File: config.mk
export PLATFORM = sky130hd
export DESIGN_NAME = game_countdown_timer
export DESIGN_NICKNAME = d
export VERILOG_FILES = /design/src/rtl/game_countdown_timer_pkg.sv /design/src/rtl/game_countdown_timer_bcd_down_counter.sv /design/src/rtl/game_countdown_timer.sv
export SDC_FILE = /design/constraint.sdc
export NUM_CORES = 1
export LEC_CHECK = 0
export ABC_CLOCK_PERIOD_IN_PS = 6400
export BUFFER_PORTS_ARGS = -buffer_cell sky130_fd_sc_hd__buf_2
export CAP_MARGIN = 20
export CORE_UTILIZATION = 65
export DETAILED_ROUTE_END_ITERATION = 6
export GPL_TIMING_DRIVEN = 0
export PLACE_DENSITY = 0.85
export SYNTH_ARGS = -nofsm -noshare
export SYNTH_HDL_FRONTEND = slang
export SYNTH_SLANG_ARGS = --single-unit
File: constraint.sdc
create_clock -name pclk -period 6.4 [get_ports pclk]
set_input_delay 1.92 -clock pclk [delete_from_list [all_inputs] [get_ports pclk]]
set_output_delay 1.92 -clock pclk [all_outputs]
set_load 0.1 [all_outputs]
File: src/rtl/game_countdown_timer_pkg.sv
// Shared definitions for the game countdown timer, the game state machine and the
// on-screen time overlay.
package game_countdown_timer_pkg;

  typedef enum logic [1:0] {
    StIdle    = 2'd0,
    StRun     = 2'd1,
    StExpired = 2'd2
  } timer_state_e;

  localparam int unsigned DefaultClkFreqHz   = 65_000_000;
  localparam int unsigned DefaultGameSeconds = 60;

  // Packs a 0..99 value as {tens, ones} BCD digits.
  function automatic logic [7:0] to_bcd(input int unsigned value);
    logic [3:0] tens;
    logic [3:0] ones;
    tens = 4'((value / 10) % 10);
    ones = 4'(value % 10);
    return {tens, ones};
  endfunction

endpackage

File: src/rtl/game_countdown_timer_bcd_down_counter.sv
// Two-digit BCD down-counter with parallel load, decrement enable and zero flag.
// A decrement at zero is ignored so the digits never wrap.
module bcd_down_counter #(
  parameter logic [7:0] ResetValue = 8'h00
) (
  input  logic       pclk,
  input  logic       rst_n,
  input  logic       load_i,
  input  logic [7:0] load_value_i,
  input  logic       dec_i,
  output logic [3:0] tens_o,
  output logic [3:0] ones_o,
  output logic       zero_o
);

  logic [3:0] tens_q, tens_d;
  logic [3:0] ones_q, ones_d;

  assign zero_o = (tens_q == 4'd0) && (ones_q == 4'd0);

  always_comb begin
    tens_d = tens_q;
    ones_d = ones_q;
    if (load_i) begin
      tens_d = load_value_i[7:4];
      ones_d = load_value_i[3:0];
    end else if (dec_i && !zero_o) begin
      if (ones_q == 4'd0) begin
        ones_d = 4'd9;
        tens_d = tens_q - 4'd1;
      end else begin
        ones_d = ones_q - 4'd1;
      end
    end
  end

  always_ff @(posedge pclk or negedge rst_n) begin
    if (!rst_n) begin
      tens_q <= ResetValue[7:4];
      ones_q <= ResetValue[3:0];
    end else begin
      tens_q <= tens_d;
      ones_q <= ones_d;
    end
  end

  assign tens_o = tens_q;
  assign ones_o = ones_q;

endmodule

File: src/rtl/game_countdown_timer.sv
// Game-length countdown: 1 s prescaler from pclk, binary and BCD seconds remaining,
// and the game_timer level consumed by the game state machine.
module game_countdown_timer
  import game_countdown_timer_pkg::*;
#(
  parameter int unsigned CLK_FREQ_HZ  = DefaultClkFreqHz,
  parameter int unsigned GAME_SECONDS = DefaultGameSeconds
) (
  input  logic       pclk,
  input  logic       rst_n,
  input  logic       start,
  input  logic       abort,
  output logic       game_timer,
  output logic [6:0] seconds_left,
  output logic [3:0] sec_tens,
  output logic [3:0] sec_ones,
  output logic       sec_tick,
  output logic       expired
);

  localparam int unsigned      PrescW   = (CLK_FREQ_HZ > 1) ? $clog2(CLK_FREQ_HZ) : 1;
  localparam logic [PrescW-1:0] PrescMax = PrescW'(CLK_FREQ_HZ - 1);
  localparam logic [6:0]        GameSecs = 7'(GAME_SECONDS);
  localparam logic [7:0]        GameBcd  = to_bcd(GAME_SECONDS);

  timer_state_e      state_q, state_d;
  logic [PrescW-1:0] presc_q, presc_d;
  logic [6:0]        secs_q, secs_d;
  logic              tick_q, tick_d;
  logic              expired_q, expired_d;
  logic              bcd_load, bcd_dec, bcd_zero;

  always_comb begin
    state_d   = state_q;
    presc_d   = presc_q;
    secs_d    = secs_q;
    tick_d    = 1'b0;
    expired_d = 1'b0;
    bcd_load  = 1'b0;
    bcd_dec   = 1'b0;
    if (abort) begin
      state_d  = StIdle;
      presc_d  = '0;
      secs_d   = GameSecs;
      bcd_load = 1'b1;
    end else if (start) begin
      state_d  = StRun;
      presc_d  = '0;
      secs_d   = GameSecs;
      bcd_load = 1'b1;
    end else begin
      unique case (state_q)
        StRun: begin
          if (presc_q == PrescMax) begin
            presc_d = '0;
            tick_d  = 1'b1;
            secs_d  = secs_q - 7'd1;
            bcd_dec = 1'b1;
            // bcd_zero only matters if the count were somehow already at zero.
            if (secs_q == 7'd1 || bcd_zero) begin
              secs_d    = '0;
              state_d   = StExpired;
              expired_d = 1'b1;
            end
          end else begin
            presc_d = presc_q + PrescW'(1);
          end
        end
        StExpired: begin
          presc_d = '0;
          secs_d  = '0;
        end
        default: ;
      endcase
    end
  end

  always_ff @(posedge pclk or negedge rst_n) begin
    if (!rst_n) begin
      state_q   <= StIdle;
      presc_q   <= '0;
      secs_q    <= GameSecs;
      tick_q    <= 1'b0;
      expired_q <= 1'b0;
    end else begin
      state_q   <= state_d;
      presc_q   <= presc_d;
      secs_q    <= secs_d;
      tick_q    <= tick_d;
      expired_q <= expired_d;
    end
  end

  bcd_down_counter #(
    .ResetValue (GameBcd)
  ) u_bcd (
    .pclk         (pclk),
    .rst_n        (rst_n),
    .load_i       (bcd_load),
    .load_value_i (GameBcd),
    .dec_i        (bcd_dec),
    .tens_o       (sec_tens),
    .ones_o       (sec_ones),
    .zero_o       (bcd_zero)
  );

  assign game_timer   = (state_q != StExpired);
  assign seconds_left = secs_q;
  assign sec_tick     = tick_q;
  assign expired      = expired_q;

endmodule

* Yosys cells after proc, flatten, opt, wreduce, memory -nomap -nowiden
Index checks and enable logic that the tools add are counted.
** Storage, ports and cells
- Flip-flop bits (word level) :: 45
- Word-level logic and storage cells :: 63
- Output and inout bits :: 18
** Cells by class
- Multiplexer cells :: 31
- Add/subtract/negate cells :: 4
- Equality and inequality tests :: 6
- Reduce and logical (&&, ||, !) cells :: 15
** Operator list (number)
- two-way mux 26 bit :: 3
- one-hot mux 26 bit (2 select lines) :: 1
- two-way mux 7 bit :: 4
- adder 26 x 1 -> 26 bit, second input constant :: 1
- equality test 26 bit, second input constant :: 1
- two-way mux 4 bit :: 6
- one-hot mux 7 bit (2 select lines) :: 1
- two-way mux 1 bit :: 11
- two-way mux 2 bit :: 5
- nonzero test 3 bit :: 3
- zero test 4 bit :: 2
- subtractor 4 x 1 -> 4 bit, second input constant :: 2
- equality test 7 x 1 -> 1 bit, second input constant :: 1
- subtractor 7 x 1 -> 7 bit, second input constant :: 1
- inequality test 4 bit, second input constant :: 1
- AND reduction 2 bit :: 2
- nonzero test 2 bit :: 2
- nonzero test 4 bit :: 1
- AND reduction 3 bit :: 1
- equality test 2 x 1 -> 1 bit, second input constant :: 1
- equality test 2 bit, second input constant :: 1
- logical AND 1 bit :: 2
- inequality test 2 bit, second input constant :: 1
- zero test 1 bit :: 1
- logical OR 1 bit :: 1

* Depth between registers and ports, before layout
- Word-level depth :: 8
- Mapped depth :: 9
- Gate-level depth less buffers :: 7

* Hierarchy
Synthesis repeated with hierarchy kept, for this count alone.
** Second synthesis, totals
- Cell total of the unflattened synthesis :: 305
- Area, all modules :: 2676.3 µm²
** Modules (own cells, without submodules)
- game_countdown_timer :: cells each 247, sequential area each 930.9 µm², times used 1, area each 2162.1 µm²
- bcd_down_counter :: cells each 58, sequential area each 202.7 µm², times used 1, area each 514.2 µm²

* Worst setup path after synthesis
Ideal clock, no wire load.
- Path type :: in2reg
- Start point :: input port abort
- End point :: register u_bcd.tens_q[3], in the netlist u_bcd.tens_o[3]
- Data arrival time :: 3363 ps
- Setup slack :: 2968 ps
- Path buffers :: 1
- Cell stages on the path :: 6
- Cells stage by stage :: or3b_2 clkbuf_1 a31oi_1 nand3_2 or4_1 nand2_1
** Between the ends
- Longest elaborated chain between the ends :: 4
** Ends and longest elaborated chain
- start: declaration :: line game_countdown_timer.sv:12 : input logic abort,
- two-way mux 1 bit :: line game_countdown_timer.sv:41 : if (abort) begin
- logical AND 1 bit :: line game_countdown_timer_bcd_down_counter.sv:27 : end else if (dec_i && !zero_o) begin
- nonzero test 2 bit (no line)
- AND reduction 2 bit (no line)
- end signal: assignment :: line game_countdown_timer_bcd_down_counter.sv:39 : tens_q <= ResetValue[7:4];
- end signal: assignment :: line game_countdown_timer_bcd_down_counter.sv:42 : tens_q <= tens_d;
- end: declaration :: line game_countdown_timer_bcd_down_counter.sv:16 : logic [3:0] tens_q, tens_d;
Several ways; a longest one is shown, not always the timed one.
A chain may end at the register's enable or synchronous reset.

* Worst setup path after layout
- Start point :: input port abort
- End point :: register presc_q[24]
** Between the ends
- Longest elaborated chain between the ends :: 1
** Ends and longest elaborated chain
- nonzero test 4 bit (no line) or two-way mux 26 bit (tied branches)
- end signal: assignment :: line game_countdown_timer.sv:87 : presc_q <= presc_d;
- end: declaration :: line game_countdown_timer.sv:27 : logic [PrescW-1:0] presc_q, presc_d;
Several ways; a longest one is shown, not always the timed one.

==> results.toml <==
[grt]
groute.usage.overall_pct = 32.7
grt_max_degree = 46
first_global_vias = 2404
antenna_found_initial = 0
grt-ovfl-total = 0
grt_pass1_wl_um = 11000

[hold_path]
whs_path_depth = 1
worstHoldPathType = "flop to flop"
hold_end = "presc_q[24]"
min_from = "presc_q[24]"

[placement]
pre_cts_slack_ns = 2.45
post-dp-hpwl_um = 4730
place.port_buffers = 21
gp_congestion = 0.914

[timing]
hold_viol_final = 0
tightest_slew_ns = 0.852
rsz0062_at_grt = "false"
finalSetupViolations = 0
slew_headroom_pct = 42.7
setup_tns_ns = 0
layout_setup_ws_ns = 2.65
fin_crit_sh_pct = 58.6
min_period_ns = 3.75
max_freq_mhz = 266
holdWs_ns = 0.487
skew_ns = 0.00932
timing.final.max_slew_violations = 0

[finish]
seqCellArea_mm2 = 0.00113
final_cell_mix = "39 x dfrtp_1, 33 x nand2_1, 26 x buf_2"
fin_util_pct = 76.7
antenna_cells = 0
area_delta_synth_final_pct = 11.5
nFillCells = 301
mostFrequentLayoutCell = "dfrtp_1"
drive_above_1_share_pct = 15.2
multiInputGateArea_mm2 = 0.00152
nets = 359

[synth]
synth-async-reset-ratio_pct = 100
synth_edf_count = 0
synth.ff_latch_count = 45
syn_inst = 318
syn_nets = 330
synth.yosys.warnings = 0
ys_seq_area_share_pct = 40.6
syn_area_mm2 = 0.00279
synth_flop_cell = "dfrtp_1"
avgSynthCellArea_um2 = 8.77
synth_cell_types = 50

[detailed_routing]
drt-initial-drc-count = 325
antenna_left = 0
viasPerCell = 6.75
avgRoutedWirePerCell_um = 17.1
dr.pass1.iters = 5
via_count = 2686
wl_um = 6820
drc = 0

[clocking]
tritoncts = "done"
clk_latency_ns = 0.31
path_clk_slew_ns = 0.08
cts_hold_buf = 0
clock_sinks = 45
ctsResizeCount = 0
cts_buffers = 5
htreeDepth = 2
clock_path_buffers = 2
cts_root_buffer = "clkbuf_8"
post_cts_buffers = 0

[critical_path]
critPathRequiredTime_ns = 6.62
crit_top_cell = "buf_2"
crit_arrival_ns = 3.98
r2r-start = "presc_q[14]"
end_kind = "flop"
crit_chain = "buf_2 > nor2_1 > nand2_1 > a211oi_2 > buf_2 > a41oi_1 > a31oi_1"
critPathMaxStageDelay_ns = 0.67
crit_slowest_cell = "a211oi_2"
critPathLaunchType = "input pin"
critPathKind = "input pin to flop"
reg2reg_depth = 8
ff2ff_setup_slack_ns = 3.80
crit_fanout = 10
r2r_end = "presc_q[24]"

[die]
fp.dieArea_mm2 = 0.00456
core_mm2 = 0.00406
dieWidth_um = 67.5
start_util_pct = 68.8
die_y_um = 67.5
row_count = 23
io-pin-count = 22

[power_and_ir_drop]
power_density_mw_per_mm2 = 195
finalPower_mw = 0.607
ir_drop_mv = 0.119
leakage_nw = 1.29

[status]
outcome = "completed"

[flow_run]
cap_violations = 0
layout make-up:
type / instances / area share [%]
clock buffer: 5 / 2.21
inverter: 15 / 1.81
timing repair buffer: 22 / 4.02
clock inverter: 3 / 2.09
multi-input combinational: 237 / 48.7
tap: 50 / 2.01
sequential: 45 / 36.4
buffer: 21 / 2.73
flip-flops by register name (all words and copies together), names as in the netlist:
register,flops
expired,1
presc_q,26
sec_tick,1
seconds_left,7
state_q,2
u_bcd.ones_o,4
u_bcd.tens_o,4
cell usage after synthesis (8+ instances only):
| library cell | count | area [um^2] |
|---|---|---|
| nor2_1 | 18 | 67.6 |
| clkbuf_1 | 16 | 60.1 |
| a21oi_1 | 12 | 60.1 |
| a41oi_1 | 10 | 87.6 |
| ha_1 | 8 | 100 |
| inv_1 | 15 | 56.3 |
| a31oi_1 | 22 | 138 |
| and3_1 | 8 | 50.1 |
| nand3_1 | 22 | 110 |
| nand4_1 | 8 | 50.1 |
| nand2_1 | 33 | 124 |
| o21ai_0 | 13 | 65.1 |
| dfrtp_1 | 39 | 976 |
cells by family (layout without fill, tap and decap cells):
kind of cell             count (synthesis)  in the layout  share of synthesized area (%)
AND/OR/NAND/NOR                        143            143                           28.9
AO/OA/AOI/OAI                           79             79                           19.3
flip-flops                              45             45                           40.6
buffers and inverters                   36             66                           5.07
adder cells (fa/ha/maj)                  8              8                           3.59
multiplexers                             7              7                           2.51
critical path: cells and delay by family:
kind | cells | cell delay (ns)
buffers and inverters | 2 | 0.49
AO/OA/AOI/OAI | 3 | 0.99
AND/OR/NAND/NOR | 2 | 0.57
stage by stage:
stage | std cells | cell area (um^2)
6_report | 398 | 3110
3_5_place_dp | 389 | 2960
5_1_grt | 398 | 3110
3_3_place_gp | 389 | 2960
2_1_floorplan | 318 | 2790
4_1_cts | 397 | 3090
metal layers:
layer	global-route usage (%)	wire, um	part of all wire [%]	up-vias
li1	-	-	-	1256
met1	43.8	2990	44	1269
met2	51.9	3180	47	142
met3	6.42	512	7.5	19
met4	12.5	140	2.1	0
met5	0	0	0	-
worst max path at each step:
| stage | start | to | cells past startpoint |
|---|---|---|---|
| 2_1_floorplan | abort | u_bcd.tens_o[3] | 6 |
| 3_3_place_gp | abort | presc_q[24] | 7 |
| 3_5_place_dp | abort | presc_q[24] | 7 |
| 4_1_cts | abort | presc_q[24] | 7 |
| 5_1_grt | abort | presc_q[24] | 7 |
| 6_report | abort | presc_q[24] | 7 |
where the power goes:
part / internal, mW / switching [mW] / leakage, nW
registers: 0.287 / 0.00290 / 0.604
logic: 0.0158 / 0.0455 / 0.619
clock network: 0.155 / 0.101 / 0.0681
Note: power is estimated with default switching activity, not from simulation.
